==> config.mk <==
export PLATFORM = sky130hd
export DESIGN_NAME = dbus_arbiter
export DESIGN_NICKNAME = d
export VERILOG_FILES = /design/src/rtl/dbus_arbiter.sv
export SDC_FILE = /design/constraint.sdc
export NUM_CORES = 1
export LEC_CHECK = 0
export ABC_AREA = 1
export BUFFER_PORTS_ARGS = -buffer_cell sky130_fd_sc_hd__buf_2
export CAP_MARGIN = 20
export CORE_AREA = 2 2 124 126
export DETAILED_ROUTE_END_ITERATION = 8
export DIE_AREA = 0 0 126 128
export PLACE_DENSITY = 0.42
export RECOVER_POWER = 50
export SKIP_CTS_REPAIR_TIMING = 1
export SLEW_MARGIN = 0
export SYNTH_ARGS = -nofsm -noshare
export SYNTH_HDL_FRONTEND = slang
export SYNTH_SLANG_ARGS = --single-unit
==> constraint.sdc <==
create_clock -name clk -period 2.62 [get_ports clk]
set_clock_uncertainty 0.15 [all_clocks]
set_input_delay 0.131 -clock clk [delete_from_list [all_inputs] [get_ports clk]]
set_output_delay 0.131 -clock clk [all_outputs]
set_load 0.005 [all_outputs]
==> src/rtl/dbus_arbiter.sv <==
// Two-master data bus arbiter: combinational same-cycle grant, round-robin on contention, grant locked across slave waits.
// Zero added latency; losers and waiting owners see mx_wait=1 and must hold their request, and hung transfers abort after TIMEOUT waits.
module dbus_arbiter #(
   parameter int TIMEOUT = 16
) (
   input  logic        clk,
   input  logic        rst_n,
   input  logic        m0_rd_en,
   input  logic        m0_wr_en,
   input  logic [31:0] m0_addr,
   input  logic [31:0] m0_wr_data,
   input  logic [3:0]  m0_wr_strobe,
   output logic [31:0] m0_rd_data,
   output logic        m0_wait,
   output logic        m0_err,
   input  logic        m1_rd_en,
   input  logic        m1_wr_en,
   input  logic [31:0] m1_addr,
   input  logic [31:0] m1_wr_data,
   input  logic [3:0]  m1_wr_strobe,
   output logic [31:0] m1_rd_data,
   output logic        m1_wait,
   output logic        m1_err,
   output logic        s_rd_en,
   output logic        s_wr_en,
   output logic [31:0] s_addr,
   output logic [31:0] s_wr_data,
   output logic [3:0]  s_wr_strobe,
   input  logic [31:0] s_rd_data,
   input  logic        s_wait,
   input  logic        s_err,
   output logic [1:0]  grant
);

   localparam int CW = (TIMEOUT > 0) ? $clog2(TIMEOUT + 1) : 1;

   typedef enum logic {IDLE, BUSY} state_t;

   state_t        state;
   logic          owner;
   logic          last_grant;
   logic [CW-1:0] cnt;

   logic req0, req1, owner_req;
   logic sel, sel_vld;
   logic timeout_hit, drop, abort;
   logic sel_rd, sel_wr;
   logic g_wait, g_err;

   always_comb begin
      req0        = m0_rd_en | m0_wr_en;
      req1        = m1_rd_en | m1_wr_en;
      owner_req   = owner ? req1 : req0;
      timeout_hit = (TIMEOUT != 0) && (cnt == CW'(TIMEOUT));
      drop        = (state == BUSY) && !owner_req;
      abort       = (state == BUSY) && owner_req && timeout_hit;

      sel     = 1'b0;
      sel_vld = 1'b0;
      // Outputs are gated by rst_n so an in-flight transfer is dropped the instant reset asserts
      if (!rst_n) begin
         sel_vld = 1'b0;
      end else if (state == BUSY) begin
         sel     = owner;
         sel_vld = 1'b1;
      end else if (req0 && req1) begin
         sel     = ~last_grant;
         sel_vld = 1'b1;
      end else if (req0 || req1) begin
         sel     = req1 & ~req0;
         sel_vld = 1'b1;
      end

      sel_rd = sel ? m1_rd_en : m0_rd_en;
      sel_wr = sel ? m1_wr_en : m0_wr_en;

      s_rd_en     = 1'b0;
      s_wr_en     = 1'b0;
      s_addr      = '0;
      s_wr_data   = '0;
      s_wr_strobe = '0;
      grant       = 2'b00;
      g_wait      = 1'b0;
      g_err       = 1'b0;
      if (sel_vld) begin
         grant       = sel ? 2'b10 : 2'b01;
         s_addr      = sel ? m1_addr      : m0_addr;
         s_wr_data   = sel ? m1_wr_data   : m0_wr_data;
         s_wr_strobe = sel ? m1_wr_strobe : m0_wr_strobe;
         if (abort) begin
            g_err = 1'b1;
         end else if (!drop) begin
            s_wr_en = sel_wr;
            s_rd_en = sel_rd & ~sel_wr;
            g_wait  = s_wait;
            g_err   = s_err;
         end
      end

      m0_wait = rst_n & req0;
      m1_wait = rst_n & req1;
      m0_err  = 1'b0;
      m1_err  = 1'b0;
      if (sel_vld && !sel) begin
         m0_wait = g_wait;
         m0_err  = g_err;
      end
      if (sel_vld && sel) begin
         m1_wait = g_wait;
         m1_err  = g_err;
      end

      m0_rd_data = s_rd_data;
      m1_rd_data = s_rd_data;
   end

   always_ff @(posedge clk or negedge rst_n) begin
      if (!rst_n) begin
         state      <= IDLE;
         owner      <= 1'b0;
         last_grant <= 1'b1;
         cnt        <= '0;
      end else begin
         case (state)
            IDLE: begin
               if (sel_vld) begin
                  if (s_err || !s_wait) begin
                     last_grant <= sel;
                  end else begin
                     state <= BUSY;
                     owner <= sel;
                     cnt   <= CW'(1);
                  end
               end
            end
            BUSY: begin
               if (!owner_req || timeout_hit || s_err || !s_wait) begin
                  state      <= IDLE;
                  last_grant <= owner;
                  cnt        <= '0;
               end else if (cnt != '1) begin
                  cnt <= cnt + CW'(1);
               end
            end
            default: state <= IDLE;
         endcase
      end
   end

endmodule

Yosys cells after proc, flatten, opt, wreduce, memory -nomap -nowiden --
Cells that the tools add are included.
Storage, ports and cells: register bits 8, input bits 176, output and inout port bits 140, word-level logic and storage cells 88
Cells by class: add/subtract/negate cells 1, eq/ne operators 7, multiplexer cells 48, bitwise logic cells 11, reductions and logical operators 17
Operators by type and width (number):
- $mux W32 | 4
- $mux W1 | 33
- $mux W5 | 4
- $pmux W5 S2 | 1
- $reduce_and A3 Y1 | 3
- $mux W4 | 2
- $logic_and A1 B1 Y1 | 6
- $ne A2 B2 Y1 const B | 3
- $add A5 B1 Y5 const B | 1
- $eq A5 B5 Y1 const B | 1
- $logic_or A1 B1 Y1 | 5
- $ne A5 B5 Y1 const B | 1
- $not A1 Y1 | 5
- $and A1 B1 Y1 | 4
- $mux W2 | 2
- $pmux W1 S2 | 2
- $logic_not A1 Y1 | 3
- $ne A3 B1 Y1 const B | 1
- $ne A2 B1 Y1 const B | 1
- $or A1 B1 Y1 | 2

Longest topological paths before layout --
Gate-level depths: netlist of run 1.
word-level depth 13, depth in mapped cells 11, depth with buffers taken out 11

Worst setup path after synthesis of run 1 --
Ideal clock, no wire load.
kind reg2reg, start point reg cnt[0], end point reg cnt[1], setup time 0.118 ns, arrival 1.339 ns, data required time 2.352 ns, setup slack 1.012 ns, stages on the path, launching flop included 8, path buffers 0, clock period less this slack 1.608 ns, cell sequence dfrtp_1 ha_1 and3_1 ha_1 nand3_1 nand2_1 nand2_1 nand2_1
Between the ends: word-level cells in the longest chain between the ends 6, elaborated cells between the ends (all ways) 11, those cells by class 1 x add/sub; 3 x eq/ne; 3 x mux; 4 x reduce/logical
RTL lines:
- from (decl) | RTL line 42 | logic [CW-1:0] cnt;
- from (signal assigned) | RTL line 142 | cnt <= cnt + CW'(1);
- parallel branches: the longest is 6 deep, another holds $add A5 B1 Y5
Several ways; the timed one is not identified. The select of a mux whose other input is x is not followed. A chain may end at the register's enable or synchronous reset.

Worst setup path in the final report of run 1 --
start point in rst_n, end point out s_wr_data[19]
Between the ends: word-level cells in the longest chain between the ends 3, elaborated cells between the ends (all ways) 4, those cells by class 4 x mux
RTL lines:
- from (decl) | RTL line 7 | input logic rst_n,
- $mux W1 | RTL line 61 | if (!rst_n) begin
- $mux W32 | RTL line 88 | s_wr_data = sel ? m1_wr_data : m0_wr_data;
- $mux W32 (*) | RTL line 85 | if (sel_vld) begin
- to (decl) | RTL line 27 | output logic [31:0] s_wr_data,
Every way passes the cells marked *; elsewhere a longest branch is shown, timed or not.

==> flow_summary.yaml, run 1 <==
run_status:
  outcome: "complete, no violations"
synthesis:
  ys_ff_latch: 8
  synth.yosys.seq_area_share: 0.0985
  post-synth-top-count-cell: "nand2_1"
  synth_top_area_frac: 0.459
  synth.distinct_cells: 19
  synth_ff_type: "dfrtp_1"
  netlist_top_cells_area: "nand2_1, buf_4, dfrtp_1"
  yosysWarnings: 0
  yosys.area.top_type: "nand2_1"
  synth.cells.most_frequent: "nand2_1, buf_4, nor2_1, inv_1, nand3_1"
  synth_area_per_cell_um2: 5.09
  synth_edf_count: 0
  async_flop_share: 1.00
  synthCells: 402
  syn_area_um2: 2040
  synthesis.nets: 581
clock_network:
  clock_latency_ns: 0.23
  h-tree-depth: 1
  clk_path_buf_depth: 2
  cts_sinks: 8
  ctsRootBufferMaster: "clkbuf_16"
  numCtsBuffers: 3
  cts_tree: "built"
global_routing:
  grt_pass1_vias: 2485
  grt_use_total: 0.116
  grt_antenna_before_repair: 3
  overflow: 0
  grt_pass1_wl_um: 14700
  grt_max_degree: 71
placed_design:
  numPortBuffers: 219
  place_congestion: 0.777
  dp_hpwl_um: 8730
route:
  vias: 2720
  drt-vias-per-instance: 3.68
  drc: 0
  first_pass_iters: 4
  route.detailed.wl_per_inst_um: 14.1
  postRouteAntennaNets: 0
  drtIter0Drc: 118
  routed_wl_um: 10400
die:
  rows: 45
  fp.dieH_um: 128
  die-area_um2: 16100
  die_x_um: 126
  start_util: 0.138
  ios: 316
  core_um2: 14900
worst_setup_path:
  r2r_start: "cnt[0]"
  r2r_cells: 11
  endpoint_kind: "output port"
  cp-start-kind: "input port"
  cp_max_fo: 34
  cp.required_ns: 2.34
  reg2reg_to: "cnt[3]"
  crit_arrival_ns: 2.02
  r2r_slack_ns: 0.76
  worstSetupPathType: "in2out"
sta:
  slew_viol_final: 0
  tightest_slew_ns: 0.418
  finalHoldViolCount: 0
  max_freq_ghz: 0.435
  rsz0062_at_grt: "no"
  period_share: 0.878
  relSlewSlack: 0.721
  setup_viol: 0
  setup_tns_ns: 0
  period_needed_ns: 2.30
run:
  drv_cap: 0
hold_path:
  hold_class: "in2out"
  hp-start: "s_rd_data[21]"
  min_to: "m1_rd_data[21]"
  min_path_cells: 0
final_layout:
  nets: 730
  n_fill_cell: 1790
  fin_util: 0.198
  area_growth_pct: 43.6
  layout-drive-gt1-share: 0.420
power:
  pwr_density_cell_nw_per_um2: 356
  p_leak_nw: 1.97
  irDropWorstVdd_mv: 0.148
-- report_power, final --
group	internal (mW)	switching [mW]
Sequential	0.139	0.0156
Combinational	0.274	0.353
Clock	0.203	0.0593
-- cells in the final DEF, fill, tap and decap left out --
cell	instances
a21boi_0	1
a21oi_1	3
and3_1	1
buf_12	2
buf_2	217
buf_4	1
clkbuf_1	3
clkbuf_16	3
dfrtp_1	7
dfstp_2	1
diode_2	1
dlygate4sd3_1	1
ha_1	3
inv_1	13
inv_2	4
nand2_1	250
nand2_2	2
nand3_1	12
nand4_1	2
nor2_1	16
nor2_4	1
o21ai_0	5
xnor2_1	1
xor2_1	1
-- through the flow --
step / cell area [um^2] / hold slack (ns) / instances / power, mW / setup WS, ns
after global routing: 2940 / 0.112 / 739 / 1.14 / 0.179
after detailed placement: 2850 / -0.114 / 733 / 0.793 / 0.632
after CTS: 2930 / -0.356 / 737 / 1.06 / 0.384
after global placement: 2850 / -0.115 / 733 / 0.801 / 0.630
after floorplan: 2040 / -0.315 / 402 / 0.529 / 1.01
final: 2940 / 0.112 / 739 / 1.04 / 0.321
-- registers in the layout (all words and copies together) (netlist names) --
register    count
cnt             5
last_grant      1
owner           1
state           1
-- worst max-delay path by stage --
stage	slack, ns	to	start	depth (start not counted)
after floorplan	1.01	cnt[1]	cnt[0]	7
after global placement	0.63	s_wr_data[21]	state	8
after detailed placement	0.63	s_wr_data[21]	state	8
after CTS	0.38	s_wr_data[21]	state	8
after global routing	0.18	s_wr_data[21]	rst_n	8
final	0.32	s_wr_data[19]	rst_n	8
-- critical path, cell delays in order --
cell and delay (ns):
dlygate4sd3_1 0.52, buf_2 0.29, nand2_1 0.16, nor2_4 0.17, buf_4 0.36, nand2_1 0.14, nand2_1 0.10, buf_2 0.11
-- cells by family (layout without fill, tap and decap cells) --
logic type / after synthesis / in the layout / share of synthesized area
DFF: 8 / 8 / 0.0985
buffers and inverters: 96 / 244 / 0.313
xor gates and xnor gates: 2 / 2 / 0.00857
adders and majority gates: 3 / 3 / 0.0184
and+or+nand+nor: 284 / 284 / 0.539
other: 0 / 1 / 0
AOI/OAI and AO/OA: 9 / 9 / 0.0233
-- metal layers --
| metal | GRT usage | share of wire | up-vias |
|---|---|---|---|
| li1 | - | - | 1438 |
| met1 | 0.147 | 0.42 | 1106 |
| met2 | 0.198 | 0.49 | 159 |
| met3 | 0.0346 | 0.079 | 13 |
| met4 | 0.0175 | 0.0053 | 4 |
| met5 | 0 | 0.0029 | - |
-- layout make-up --
| class | instances | area [um^2] | share of cell area |
|---|---|---|---|
| clock buffer | 4 | 78.8 | 0.0268 |
| tap | 188 | 235 | 0.0801 |
| antenna | 1 | 2.50 | 0.000852 |
| sequential | 8 | 201 | 0.0686 |
| multi-input combinational | 298 | 1200 | 0.410 |
| inverter | 17 | 63.8 | 0.0217 |
| timing repair buffer | 223 | 1150 | 0.392 |
Power figures use the tool's default switching activity.
==> inputs of run 2 (changes only) <==
Settings changed: ABC_AREA 1 to not set, CORE_AREA 2 2 124 126 to 2 2 122 124, DIE_AREA 0 0 126 128 to 0 0 124 126, PLACE_DENSITY 0.42 to 0.41, REMOVE_ABC_BUFFERS set to 1.
==> flow_summary.yaml, run 2 <==
die:
  die_x_um: 124
  rows: 44
  ios: 316
  core_um2: 14300
  start_util: 0.129
  die-area_um2: 15600
  fp.dieH_um: 126
sta:
  max_freq_ghz: 0.417
  setup_viol: 0
  period_share: 0.916
  relSlewSlack: 0.660
  setup_tns_ns: 0
  rsz0062_at_grt: "no"
  period_needed_ns: 2.40
  finalHoldViolCount: 0
  tightest_slew_ns: 0.510
  finalWorstSetupSlack_ns: 0.221
  slew_viol_final: 0
  holdWs_ns: 0.112
route:
  drt-vias-per-instance: 4.34
  drc: 0
  route.detailed.wl_per_inst_um: 17.7
  drtIter0Drc: 97
  vias: 2446
  routed_wl_um: 9970
  first_pass_iters: 4
  postRouteAntennaNets: 0
clock_network:
  clk_path_buf_depth: 2
  numCtsBuffers: 3
  h-tree-depth: 1
  clk_pin_slew_worst_paths_ns: 0.04
  cts_tree: "built"
  cts_sinks: 8
  clock_latency_ns: 0.24
  ctsRootBufferMaster: "clkbuf_16"
worst_setup_path:
  r2r_start: "cnt[0]"
  worstSetupStartpoint: "state"
  crit_buf_inv: 3
  crit_cells: 7
  cp_max_fo: 50
  r2r_slack_ns: 0.72
  endpoint_kind: "output port"
  crit_path_top_delay_cell: "dfrtp_1"
  cp.required_ns: 2.34
  crit_family: "flip-flops"
  crit_chain: "nand2_1, o31ai_4, nand2_2, clkinv_2, buf_12, a22o_1, buf_2"
  crit_arrival_ns: 2.12
  cp-start-kind: "flop"
  worstSetupEndpoint: "s_addr[4]"
  r2r_cells: 7
  worstSetupPathType: "reg2out"
  reg2reg_to: "cnt[3]"
  critical-path-max-stage-delay_ns: 0.65
final_layout:
  nets: 559
  fin_area_um2: 2770
  area_growth_pct: 50.0
  largest_register_ffs: 5
  final_cells: 563
  fin_util: 0.193
  layout-drive-gt1-share: 0.623
  layout_common_cells: "buf_2, a22o_1, nor2_1"
  antenna_cells: 0
  top_register: "cnt"
  layout_commonest_cell: "buf_2"
synthesis:
  netlist_top_cells_area: "a22o_1, buf_4, dfrtp_1"
  synth_ff_type: "dfrtp_1"
  ys_ff_latch: 8
  synth.distinct_cells: 41
  synth.cells.most_frequent: "a22o_1, buf_4, buf_2, nor2_1, dfrtp_1"
  syn_area_um2: 1850
  synth_top_area_frac: 0.342
  yosysWarnings: 0
  synth.yosys.seq_area_share: 0.109
  synth_edf_count: 0
  async_flop_share: 1.00
  yosys.area.top_type: "a22o_1"
  post-synth-top-count-cell: "a22o_1"
  synthCells: 227
  synth_area_per_cell_um2: 8.13
power:
  irDropWorstVdd_mv: 0.351
  p_total_mw: 1.10
  pwr_density_cell_nw_per_um2: 398
  p_leak_nw: 1.56
global_routing:
  grt_pass1_vias: 2206
  overflow: 0
  grt_use_total: 0.113
  grt_pass1_wl_um: 13300
  grt_max_degree: 51
  grt_antenna_before_repair: 0
placed_design:
  place_congestion: 0.813
  postPlaceCellArea_um2: 2680
  dp_hpwl_um: 8310
  placedCellCount: 558
  pre_cts_ws_ns: 0.475
  numPortBuffers: 219
hold_path:
  hp-start: "s_rd_data[20]"
  hold_class: "in2out"
run:
  drv_cap: 0
run_status:
  outcome: "complete, no violations"
[run 2: where the power goes]
group          switching (mW)  total [mW]  internal [mW]
clock                  0.0710       0.275          0.204
combinational           0.303       0.668          0.365
sequential             0.0184       0.159          0.141
[run 2: worst min-delay path by stage]
stage / endpoint / slack (ns) / depth (start not counted)
2_1_floorplan: cnt[0] / -0.31 / 0
3_3_place_gp: cnt[2] / -0.11 / 1
3_5_place_dp: cnt[3] / -0.12 / 1
4_1_cts: cnt[3] / -0.36 / 1
5_1_grt: m0_rd_data[2] / 0.11 / 0
6_report: m0_rd_data[20] / 0.11 / 0
[run 2: cell type report]
| class | instances | area, um^2 |
|---|---|---|
| fillers | 1626 | 11500 |
| repair buffers | 227 | 1180 |
| multi-input cells | 134 | 1050 |
| well taps | 184 | 230 |
| flip-flops and latches | 8 | 201 |
| clock buffers | 4 | 78.8 |
| inverters | 6 | 23.8 |
[run 2: worst reg2reg max path: cells and delay by family, from the launching register on]
kind	cells	cell delay [ns]
and+or+nand+nor	3	0.63
adders and majority gates	2	0.43
DFF	1	0.41
buffers and inverters	1	0.11
AOI/OAI and AO/OA	1	0.07
[run 2: logic make-up after synthesis]
| group | synth area share |
|---|---|
| and+or+nand+nor | 0.105 |
| muxes | 0.00542 |
| buffers and inverters | 0.323 |
| AOI/OAI and AO/OA | 0.437 |
| DFF | 0.109 |
| adders and majority gates | 0.0203 |
[run 2: layer usage]
layer | global-route usage | share of wire
met3 | 0.0725 | 0.16
met4 | 0.00991 | 0.0025
met2 | 0.163 | 0.43
met5 | 0.0724 | 0.0040
met1 | 0.140 | 0.41
==> inputs of run 3 (changes only) <==
Settings changed: BUFFER_PORTS_ARGS -buffer_cell sky130_fd_sc_hd__buf_2 to not set, DONT_BUFFER_PORTS set to 1, PLACE_DENSITY 0.41 to 0.3.
==> flow_summary.yaml, run 3 (same netlist as run 2, synthesis figures left out) <==
run_status:
  outcome: "complete, no violations"
worst_setup_path:
  r2r_slack_ns: 0.72
  crit_arrival_ns: 2.05
  critical-path-max-stage-delay_ns: 0.66
  crit_path_top_delay_cell: "dfrtp_1"
  worstSetupPathType: "reg2out"
  r2r_cells: 7
  r2r_start: "cnt[0]"
  cp_max_fo: 69
  reg2reg_to: "cnt[3]"
  crit_buf_inv: 2
  crit_family: "flip-flops"
  cp-start-kind: "flop"
  cp.required_ns: 2.34
  crit_chain: "nand2_1, o31ai_4, nand2_2, clkinv_2, buf_12, a22o_1"
  endpoint_kind: "output port"
global_routing:
  grt_max_degree: 70
  grt_pass1_vias: 1448
  overflow: 0
  grt_pass1_wl_um: 10700
  grt_antenna_before_repair: 0
  grt_use_met3: 0.0797
  grtUsageMet1: 0.139
  met2_usage: 0.109
  top_usage_layer: "met1"
  grt_use_total: 0.0989
placed_design:
  pre_cts_ws_ns: 0.599
  dp_hpwl_um: 7320
  numPortBuffers: 0
  place_congestion: 0.725
  placedCellCount: 335
final_layout:
  layout_common_cells: "a22o_1, nor2_1, dfrtp_1"
  largest_register_ffs: 5
  nets: 336
  top_register: "cnt"
  area_growth_pct: -11.1
  layout-drive-gt1-share: 0.0833
  antenna_cells: 0
  final_cells: 340
  layout_commonest_cell: "a22o_1"
clock_network:
  ctsRootBufferMaster: "clkbuf_16"
  numCtsBuffers: 3
  h-tree-depth: 1
  clk_pin_slew_worst_paths_ns: 0.04
  cts_tree: "built"
  cts_sinks: 8
  clk_path_buf_depth: 2
  clock_latency_ns: 0.24
route:
  drtIter0Drc: 87
  drt-vias-per-instance: 4.82
  postRouteAntennaNets: 0
  routed_wl_um: 8830
  first_pass_iters: 4
  route.detailed.wl_per_inst_um: 26.0
  vias: 1638
  drc: 0
power:
  pwr_density_cell_nw_per_um2: 513
  irDropWorstVdd_mv: 0.233
  p_total_uw: 842
  p_leak_nw: 0.608
hold_path:
  hp-start: "s_wait"
  min_path_cells: 2
  min_to: "state"
  hold_class: "in2reg"
sta:
  period_needed_ns: 2.33
  relSlewSlack: 0.651
  period_share: 0.888
  slew_viol_final: 0
  finalWorstSetupSlack_ns: 0.294
  tightest_slew_ns: 0.524
  setup_tns_ns: 0
  rsz0062_at_grt: "no"
  finalHoldViolCount: 0
  holdWs_ns: 0.0356
  max_freq_ghz: 0.430
  setup_viol: 0
die:
  die-area_um2: 15600
  start_util: 0.129
  ios: 316
  core_um2: 14300
  fp.dieH_um: 126
  die_x_um: 124
  rows: 44
run:
  drv_cap: 0
run 3: stage by stage:
| step | utilization | cell area, um^2 |
|---|---|---|
| 6_report | 0.115 | 1640 |
| 5_1_grt | 0.115 | 1640 |
| 4_1_cts | 0.114 | 1630 |
| 3_5_place_dp | 0.108 | 1550 |
| 3_3_place_gp | 0.108 | 1550 |
| 2_1_floorplan | - | 1270 |
run 3: worst max-delay path by stage:
stage | startpoint | endpoint | slack [ns] | cells after the start
6_report | state | s_wr_data[11] | 0.29 | 6
4_1_cts | state | s_wr_data[11] | 0.34 | 6
5_1_grt | state | s_wr_data[11] | 0.13 | 6
3_5_place_dp | state | s_wr_data[11] | 0.60 | 6
3_3_place_gp | last_grant | s_addr[6] | 0.58 | 6
2_1_floorplan | last_grant | s_addr[0] | 0.52 | 5
run 3: area by class of cell:
| class | instances | area, um^2 |
|---|---|---|
| well taps | 184 | 230 |
| clock buffers | 4 | 78.8 |
| flip-flops and latches | 8 | 201 |
| inverters | 6 | 23.8 |
| fillers | 1629 | 12700 |
| multi-input cells | 134 | 1050 |
| repair buffers | 4 | 57.6 |
run 3: power breakdown:
group          internal, mW  total [mW]  switching (mW)
logic                 0.181       0.410           0.229
registers             0.141       0.159          0.0175
clock network         0.204       0.273          0.0692
run 3: routing by layer:
metal  up-vias  wire length [um]
met1       786              3780
met5         -                38
met3         8              1540
met4         2                72
met2       184              3390
li1        658                 -
